`config.mk`:
```
export PLATFORM = sky130hd
export DESIGN_NAME = baud_cfg_ctrl
export DESIGN_NICKNAME = d
export VERILOG_FILES = /design/src/rtl/baud_cfg_ctrl.sv
export SDC_FILE = /design/constraint.sdc
export NUM_CORES = 1
export LEC_CHECK = 0
export CORE_MARGIN = 2
export CORE_UTILIZATION = 49
export CTS_CLUSTER_DIAMETER = 30
export CTS_CLUSTER_SIZE = 10
export DETAILED_ROUTE_END_ITERATION = 10
export HOLD_SLACK_MARGIN = 0.12
export PLACE_DENSITY = 0.86
export SLEW_MARGIN = 30
export SYNTH_ARGS = -nofsm -noshare
export SYNTH_HDL_FRONTEND = slang
export SYNTH_SLANG_ARGS = --single-unit
```
`constraint.sdc`:
```
create_clock -name clk_in -period 2.4 [get_ports clk_in]
set_clock_uncertainty 0.1 [all_clocks]
set_input_delay 0.36 -clock clk_in [delete_from_list [all_inputs] [get_ports clk_in]]
set_output_delay 0.36 -clock clk_in [all_outputs]
set_load 0.1 [all_outputs]
```
`src/rtl/baud_cfg_ctrl.sv`:
```
`default_nettype none
// ============================================================================
//  Module   : baud_cfg_ctrl
//  Purpose  : Baud-rate configuration controller. Arbitrates speed-change
//             requests from two requesters (round-robin), waits for a quiet
//             link, strobes the baud divider, lets it settle, then acks the
//             winning requester and tracks the speed code in effect.
//  Options  : BAUD_CFG_TIMEOUT_EN - abandon a request if the link stays busy
//             for TIMEOUT_CYCLES cycles and raise sticky err_timeout.
//  Revision : 1.0 - initial release
// ============================================================================
module baud_cfg_ctrl #(
    parameter int SETTLE_CYCLES  = 3,
    parameter int TIMEOUT_CYCLES = 50000
) (
    input  logic       clk_in,
    input  logic       rst,
    input  logic       req_a,
    input  logic       req_b,
    input  logic [1:0] speed_a,
    input  logic [1:0] speed_b,
    input  logic       tx_busy,
    input  logic       rx_busy,
    output logic       ack_a,
    output logic       ack_b,
    output logic       div_pulse,
    output logic [1:0] div_speed,
    output logic [1:0] cur_speed,
    output logic       busy,
    output logic       err_timeout
);

    localparam int                c_CNT_W       = $clog2(SETTLE_CYCLES + 1);
    localparam logic [c_CNT_W-1:0] c_SETTLE_LOAD = c_CNT_W'(SETTLE_CYCLES - 1);

    // Parameter ranges the counters can represent.
    if ((SETTLE_CYCLES < 1) || (TIMEOUT_CYCLES < 1) || (TIMEOUT_CYCLES > 65536)) begin : g_bad_cfg
        $error("baud_cfg_ctrl: SETTLE_CYCLES must be >= 1 and TIMEOUT_CYCLES in 1..65536");
    end

    typedef enum logic [2:0] {
        ST_IDLE      = 3'd0,
        ST_WAIT_LINK = 3'd1,
        ST_APPLY     = 3'd2,
        ST_SETTLE    = 3'd3,
        ST_ACK       = 3'd4
    } state_t;

    state_t             r_state;
    logic               r_own_b;       // current owner: 1 = requester B
    logic               r_last_b;      // last granted requester: 1 = B
    logic [1:0]         r_pend_speed;
    logic [c_CNT_W-1:0] r_settle_cnt;
    logic               r_div_pulse;
    logic [1:0]         r_div_speed;
    logic [1:0]         r_cur_speed;
    logic               r_ack_a;
    logic               r_ack_b;
    logic               r_busy;

`ifdef BAUD_CFG_TIMEOUT_EN
    localparam logic [15:0] c_TO_LAST = 16'(TIMEOUT_CYCLES - 1);
    logic [15:0] r_to_cnt;
    logic        r_err;
`endif

    // A requester whose ack is on the wire this cycle may still hold its
    // level request; mask it so it is not granted a second time.
    logic w_req_a;
    logic w_req_b;
    logic w_grant_b;
    logic w_link_idle;

    assign w_req_a     = req_a & ~r_ack_a;
    assign w_req_b     = req_b & ~r_ack_b;
    assign w_grant_b   = w_req_b & (~w_req_a | ~r_last_b);
    assign w_link_idle = ~tx_busy & ~rx_busy;

    // Control FSM with all outputs registered.
    always_ff @(posedge clk_in or posedge rst) begin
        if (rst) begin
            r_state      <= ST_IDLE;
            r_own_b      <= 1'b0;
            r_last_b     <= 1'b1;          // A wins the first contention
            r_pend_speed <= 2'b00;
            r_settle_cnt <= '0;
            r_div_pulse  <= 1'b0;
            r_div_speed  <= 2'b00;
            r_cur_speed  <= 2'b00;
            r_ack_a      <= 1'b0;
            r_ack_b      <= 1'b0;
            r_busy       <= 1'b0;
`ifdef BAUD_CFG_TIMEOUT_EN
            r_to_cnt     <= 16'd0;
            r_err        <= 1'b0;
`endif
        end else begin
            r_div_pulse <= 1'b0;
            r_ack_a     <= 1'b0;
            r_ack_b     <= 1'b0;
            case (r_state)
                ST_IDLE: begin
                    if (w_req_a || w_req_b) begin
                        r_own_b      <= w_grant_b;
                        r_pend_speed <= w_grant_b ? speed_b : speed_a;
                        r_div_speed  <= w_grant_b ? speed_b : speed_a;
                        r_state      <= ST_WAIT_LINK;
                        r_busy       <= 1'b1;
`ifdef BAUD_CFG_TIMEOUT_EN
                        r_to_cnt     <= 16'd0;
`endif
                    end
                end
                ST_WAIT_LINK: begin
                    if (w_link_idle) begin
                        r_state <= (r_pend_speed != r_cur_speed) ? ST_APPLY : ST_ACK;
                    end
`ifdef BAUD_CFG_TIMEOUT_EN
                    else if (r_to_cnt == c_TO_LAST) begin
                        r_state <= ST_ACK;
                        r_err   <= 1'b1;
                    end else begin
                        r_to_cnt <= r_to_cnt + 16'd1;
                    end
`endif
                end
                ST_APPLY: begin
                    r_div_pulse  <= 1'b1;
                    r_settle_cnt <= c_SETTLE_LOAD;
                    r_state      <= ST_SETTLE;
`ifdef BAUD_CFG_TIMEOUT_EN
                    r_err        <= 1'b0;
`endif
                end
                ST_SETTLE: begin
                    if (r_settle_cnt == '0) begin
                        r_cur_speed <= r_pend_speed;
                        r_state     <= ST_ACK;
                    end else begin
                        r_settle_cnt <= r_settle_cnt - c_CNT_W'(1);
                    end
                end
                ST_ACK: begin
                    r_ack_a  <= ~r_own_b;
                    r_ack_b  <= r_own_b;
                    r_last_b <= r_own_b;
                    r_state  <= ST_IDLE;
                    r_busy   <= 1'b0;
                end
                default: begin
                    r_state <= ST_IDLE;
                    r_busy  <= 1'b0;
                end
            endcase
        end
    end

    assign ack_a     = r_ack_a;
    assign ack_b     = r_ack_b;
    assign div_pulse = r_div_pulse;
    assign div_speed = r_div_speed;
    assign cur_speed = r_cur_speed;
    assign busy      = r_busy;

`ifdef BAUD_CFG_TIMEOUT_EN
    assign err_timeout = r_err;
`else
    assign err_timeout = 1'b0;
`endif

endmodule
`default_nettype wire

```
Yosys cells after proc, flatten, opt, wreduce, memory -nomap -nowiden. Cells that the tools add are included.

Register bits: 15. Input bits: 10.

Add/subtract/negate cells: 1. Eq/ne operators: 9. Muxes and demuxes: 13. Bitwise operators: 13. Reductions and logical operators: 10.

Operators by type and width (number): $mux W3 (4); $pmux W3 S4 (1); $ne A2 B2 Y1 const B (4); $not A1 Y1 (8); $reduce_and A2 Y1 (4); $eq A3 B2 Y1 const B (2); $and A1 B1 Y1 (4); $mux W1 (4); $mux W2 (2); $pmux W2 S2 (1); $eq A3 B1 Y1 const B (1); $eq A3 B3 Y1 const B (1); $logic_not A3 Y1 (1); $reduce_and A3 Y1 (1); $reduce_or A3 Y1 (1); $logic_not A2 Y1 (1); $ne A2 B2 Y1 (1); $pmux W1 S2 (1); $reduce_bool A2 Y1 (1); $sub A2 B1 Y2 const B (1); $logic_or A1 B1 Y1 (1); $or A1 B1 Y1 (1).

Logic depth before layout (Yosys ltp).
Word-level depth: 6. Depth in mapped cells: 5. Depth with buffers taken out: 5.

Worst setup path after synthesis. OpenSTA, ideal clock, no wires.

Kind: register to register. Start point: register r_ack_b (netlist: ack_b). End point: register r_div_speed[0] (netlist: div_speed[0]). Arrival time: 1.540 ns. Path slack: 0.623 ns. Stages on the path, launching flop included: 5. Cells stage by stage: dfrtp_1 -> nor2b_1 -> a21bo_2 -> mux2i_1 -> o21ai_0.

Cells in the longest elaborated chain, start to end: 4. Elaborated cells on any way between the ends: 6. Those cells by class: mux: 1; bitwise: 3; reduce/logical: 2.

RTL lines: from (decl) (RTL line 58) `logic r_ack_b;`; from (signal assigned) (RTL line 145) `r_ack_b <= r_own_b;`; $not A1 Y1 * (RTL line 75) `assign w_req_b = req_b & ~r_ack_b;`; $and A1 B1 Y1 * (RTL line 75); $and A1 B1 Y1 / $logic_or A1 B1 Y1 (equally long branches) (RTL line 76, 103); $mux W2 / $reduce_and A2 Y1 (equally long branches); to (signal assigned) (RTL line 106) `r_div_speed <= w_grant_b ? speed_b : speed_a;`; to (decl) (RTL line 55) `logic [1:0] r_div_speed;`.

Every way passes the cells marked *; elsewhere a longest branch is shown, timed or not. A chain may end at the register's enable or synchronous reset.

Final worst setup path.
Start point: register r_settle_cnt[0]. End point: register r_cur_speed[0] (netlist: cur_speed[0]).

Cells in the longest elaborated chain, start to end: 2.

RTL lines: from (decl) (RTL line 53) `logic [c_CNT_W-1:0] r_settle_cnt;`; from (signal assigned) (RTL line 129) `r_settle_cnt <= c_SETTLE_LOAD;`; from (signal assigned) (RTL line 140) `r_settle_cnt <= r_settle_cnt - c_CNT_W'(1);`; $logic_not A2 Y1 (RTL line 136) `if (r_settle_cnt == '0) begin`; $reduce_and A2 Y1 (no line); to (signal assigned) (RTL line 137) `r_cur_speed <= r_pend_speed;`; to (decl) (RTL line 56) `logic [1:0] r_cur_speed;`.

No other way between the ends.

==> results_dict.tcl <==
set metrics [dict create \
    final_util_pct 67.43 \
    final_antenna_net_count 0 \
    crit_fanout 5 \
    drtPass1Iterations 3 \
    nFillCells 103 \
    finalMaxSlewViolations 0 \
    vias 506 \
    drc_errors 0 \
    cts_buffers 3 \
    cp_slowest_cell "dfrtp_1" \
    final_cell_mix "dfrtp_1 (14), clkdlybuf4s50_1 (9), buf_4 (8)" \
    rows 13 \
    die_x_um 41.92 \
    drt-initial-drc-count 3 \
    slowest_delay_ns 0.40 \
    rsz0062_at_grt "no" \
    cp.required_ns 2.47 \
    status "finished, final reports clean" \
    ir_worst_vdd_mv 0.8079 \
    grtUsageTotal_pct 15.58 \
    start_kind "flip-flop" \
    ys_types 28 \
    totalWireLength_mm 1.205 \
    setup_viol 0 \
    die-area_sq_um 1757 \
    slew_headroom_pct 63.05 \
    leakage_nw 0.4409 \
    n_antenna_cell 0 \
    avgSynthCellArea_sq_um 11.18 \
    cts_tree "built" \
    ys_seq_area_share_pct 53.46 \
    setup.worst_path.class "flip-flop to flip-flop" \
    end_kind "flip-flop" \
    clock_sinks 15 \
    synthCells 63 \
    post_cts_buffers 0 \
    htreeDepth 1 \
    synth_top_area_cell "dfrtp_1" \
    vias_per_cell 5.216 \
    cts_resized 0 \
    synthTopCellsByArea "dfrtp_1 (50%), mux2_4 (4.3%), dfstp_2 (3.7%)" \
    clk_path_buf_depth 2 \
    fin_nets 94 \
    clock.fmax_mhz 627.1 \
    start_util_pct 53.47 \
    synth_ff_type "dfrtp_1" \
    clock_latency_ns 0.28 \
    syn_to_final_growth_pct 26.11 \
    period_share_pct 66.44 \
    yosys_warnings 0 \
    finalPower_mw 1.319 \
    synth_area_sq_um 704.4 \
    routedWlPerCell_um 12.42 \
    synth_top_area_share_pct 49.73 \
    antenna_found_initial 0 \
    synth_edf_count 0 \
    root_buffer "clkbuf_4" \
    io_pins 19 \
    async_reset_ff_share_pct 100.0 \
    drive_above_1_share_pct 25.61 \
    grt.overflow.total 0 \
    cts_hold_buffers 0 \
    worst_slew_pin_slew_ns 0.5536 \
    die_height_um 41.92 \
    crit_chain "inv_1 > ha_1 > nand2_1 > or2_4 > mux2_4" \
    port_buffers 17 \
    ys_ff_latch 15 \
    first_global_vias 522 \
    hp-class "primary input to async pin" \
    crit_arrival_ns 1.66 \
    grt_max_degree 16 \
    min_period_ns 1.595 \
    timing.max_cap.violations 0 \
    hold_viol 0 \
    clk_pin_slew_ns 0.09 \
    synth_nets 74 \
    place_congestion 0.7480 \
    coreArea_sq_um 1318 \
    p_per_area_nw_per_um2 1485 \
    tns_ns 0 \
    grt_pass1_wl_mm 2.090 \
    dp_hpwl_um 960.4 \
    final_common_cell "dfrtp_1" \
]
-- Yosys cell counts (2+ instances only) --
library cell and number:
nor2b_1 2, o21ai_0 4, xnor2_1 2, a22o_1 2
nand2_1 5, mux2i_1 2, mux2_4 2, inv_1 4
mux2_2 2, dfrtp_1 14, nor2_1 7
-- flip-flops by register name (all words and copies together), names as in the netlist --
register,cells
ack_a,1
busy,1
ack_b,1
div_speed,2
cur_speed,2
r_state,3
div_pulse,1
r_settle_cnt,2
r_own_b,1
r_last_b,1
-- final cells by class --
cell class / count / area (sq um) / share of cell area (%)
Sequential cell: 15 / 376.6 / 42.39
Multi-Input combinational cell: 42 / 300.3 / 33.80
Timing Repair Buffer: 17 / 150.1 / 16.90
Clock buffer: 3 / 22.52 / 2.535
Tap cell: 15 / 18.77 / 2.113
Inverter: 4 / 15.01 / 1.690
Clock inverter: 1 / 5.005 / 0.5634
-- path summary, 6_finish.rpt --
kind | slack (ns) | endpoint | from | depth (start not counted)
max in group asynchronous | 1.51 | div_speed[1] | rst | 2
worst min-delay path | 0.32 | r_settle_cnt[0] | rst | 2
worst max register to register | 0.81 | cur_speed[0] | r_settle_cnt[0] | 5
worst min register to register | 0.36 | ack_a | r_own_b | 1
worst max-delay path | 0.81 | cur_speed[0] | r_settle_cnt[0] | 5
min in group clk_in | 0.36 | ack_a | r_own_b | 1
-- kinds of logic after synthesis --
group	share of synthesized area, %
adders and majority gates	1.776
AOI/OAI and AO/OA	12.79
other	0.5323
DFF	53.46
xor gates and xnor gates	2.487
and+or+nand+nor	14.74
muxes	10.30
buffers and inverters	3.907
-- power breakdown --
group	switching [mW]	internal, mW	leakage, nW
clock	0.0814	0.0619	0.0177
combinational	0.488	0.238	0.238
sequential	0.0981	0.352	0.185
total	0.667	0.652	0.441
-- stage by stage --
step / std cells / worst slack, ns / hold slack, ns / cell area [sq um]
2_1_floorplan: 63 / 0.6225 / 0.1608 / 704.4
4_1_cts: 97 / 0.8212 / 0.3431 / 888.4
3_5_place_dp: 93 / 0.6550 / 0.3574 / 860.8
3_3_place_gp: 93 / 0.6812 / 0.3378 / 860.8
6_report: 97 / 0.8054 / 0.3164 / 888.4
5_1_grt: 97 / 0.7429 / 0.3872 / 888.4
-- worst max-delay path: cells and delay by family (launching register included) --
family | cells | cell delay, ns
flip-flops | 1 | 0.40
AND/OR/NAND/NOR | 2 | 0.36
multiplexers | 1 | 0.29
adder cells (fa/ha/maj) | 1 | 0.25
buffers and inverters | 1 | 0.09
-- metal layers --
layer  GRT usage, %  vias to the layer above  part of all wire [%]
met2          25.00                       15                    50
met1          18.54                      237                    43
met4          8.387                        0                   1.2
met5              0                        -                     0
li1               -                      252                     -
met3          4.783                        2                   5.8
Note: power is estimated with default switching activity, not from simulation.
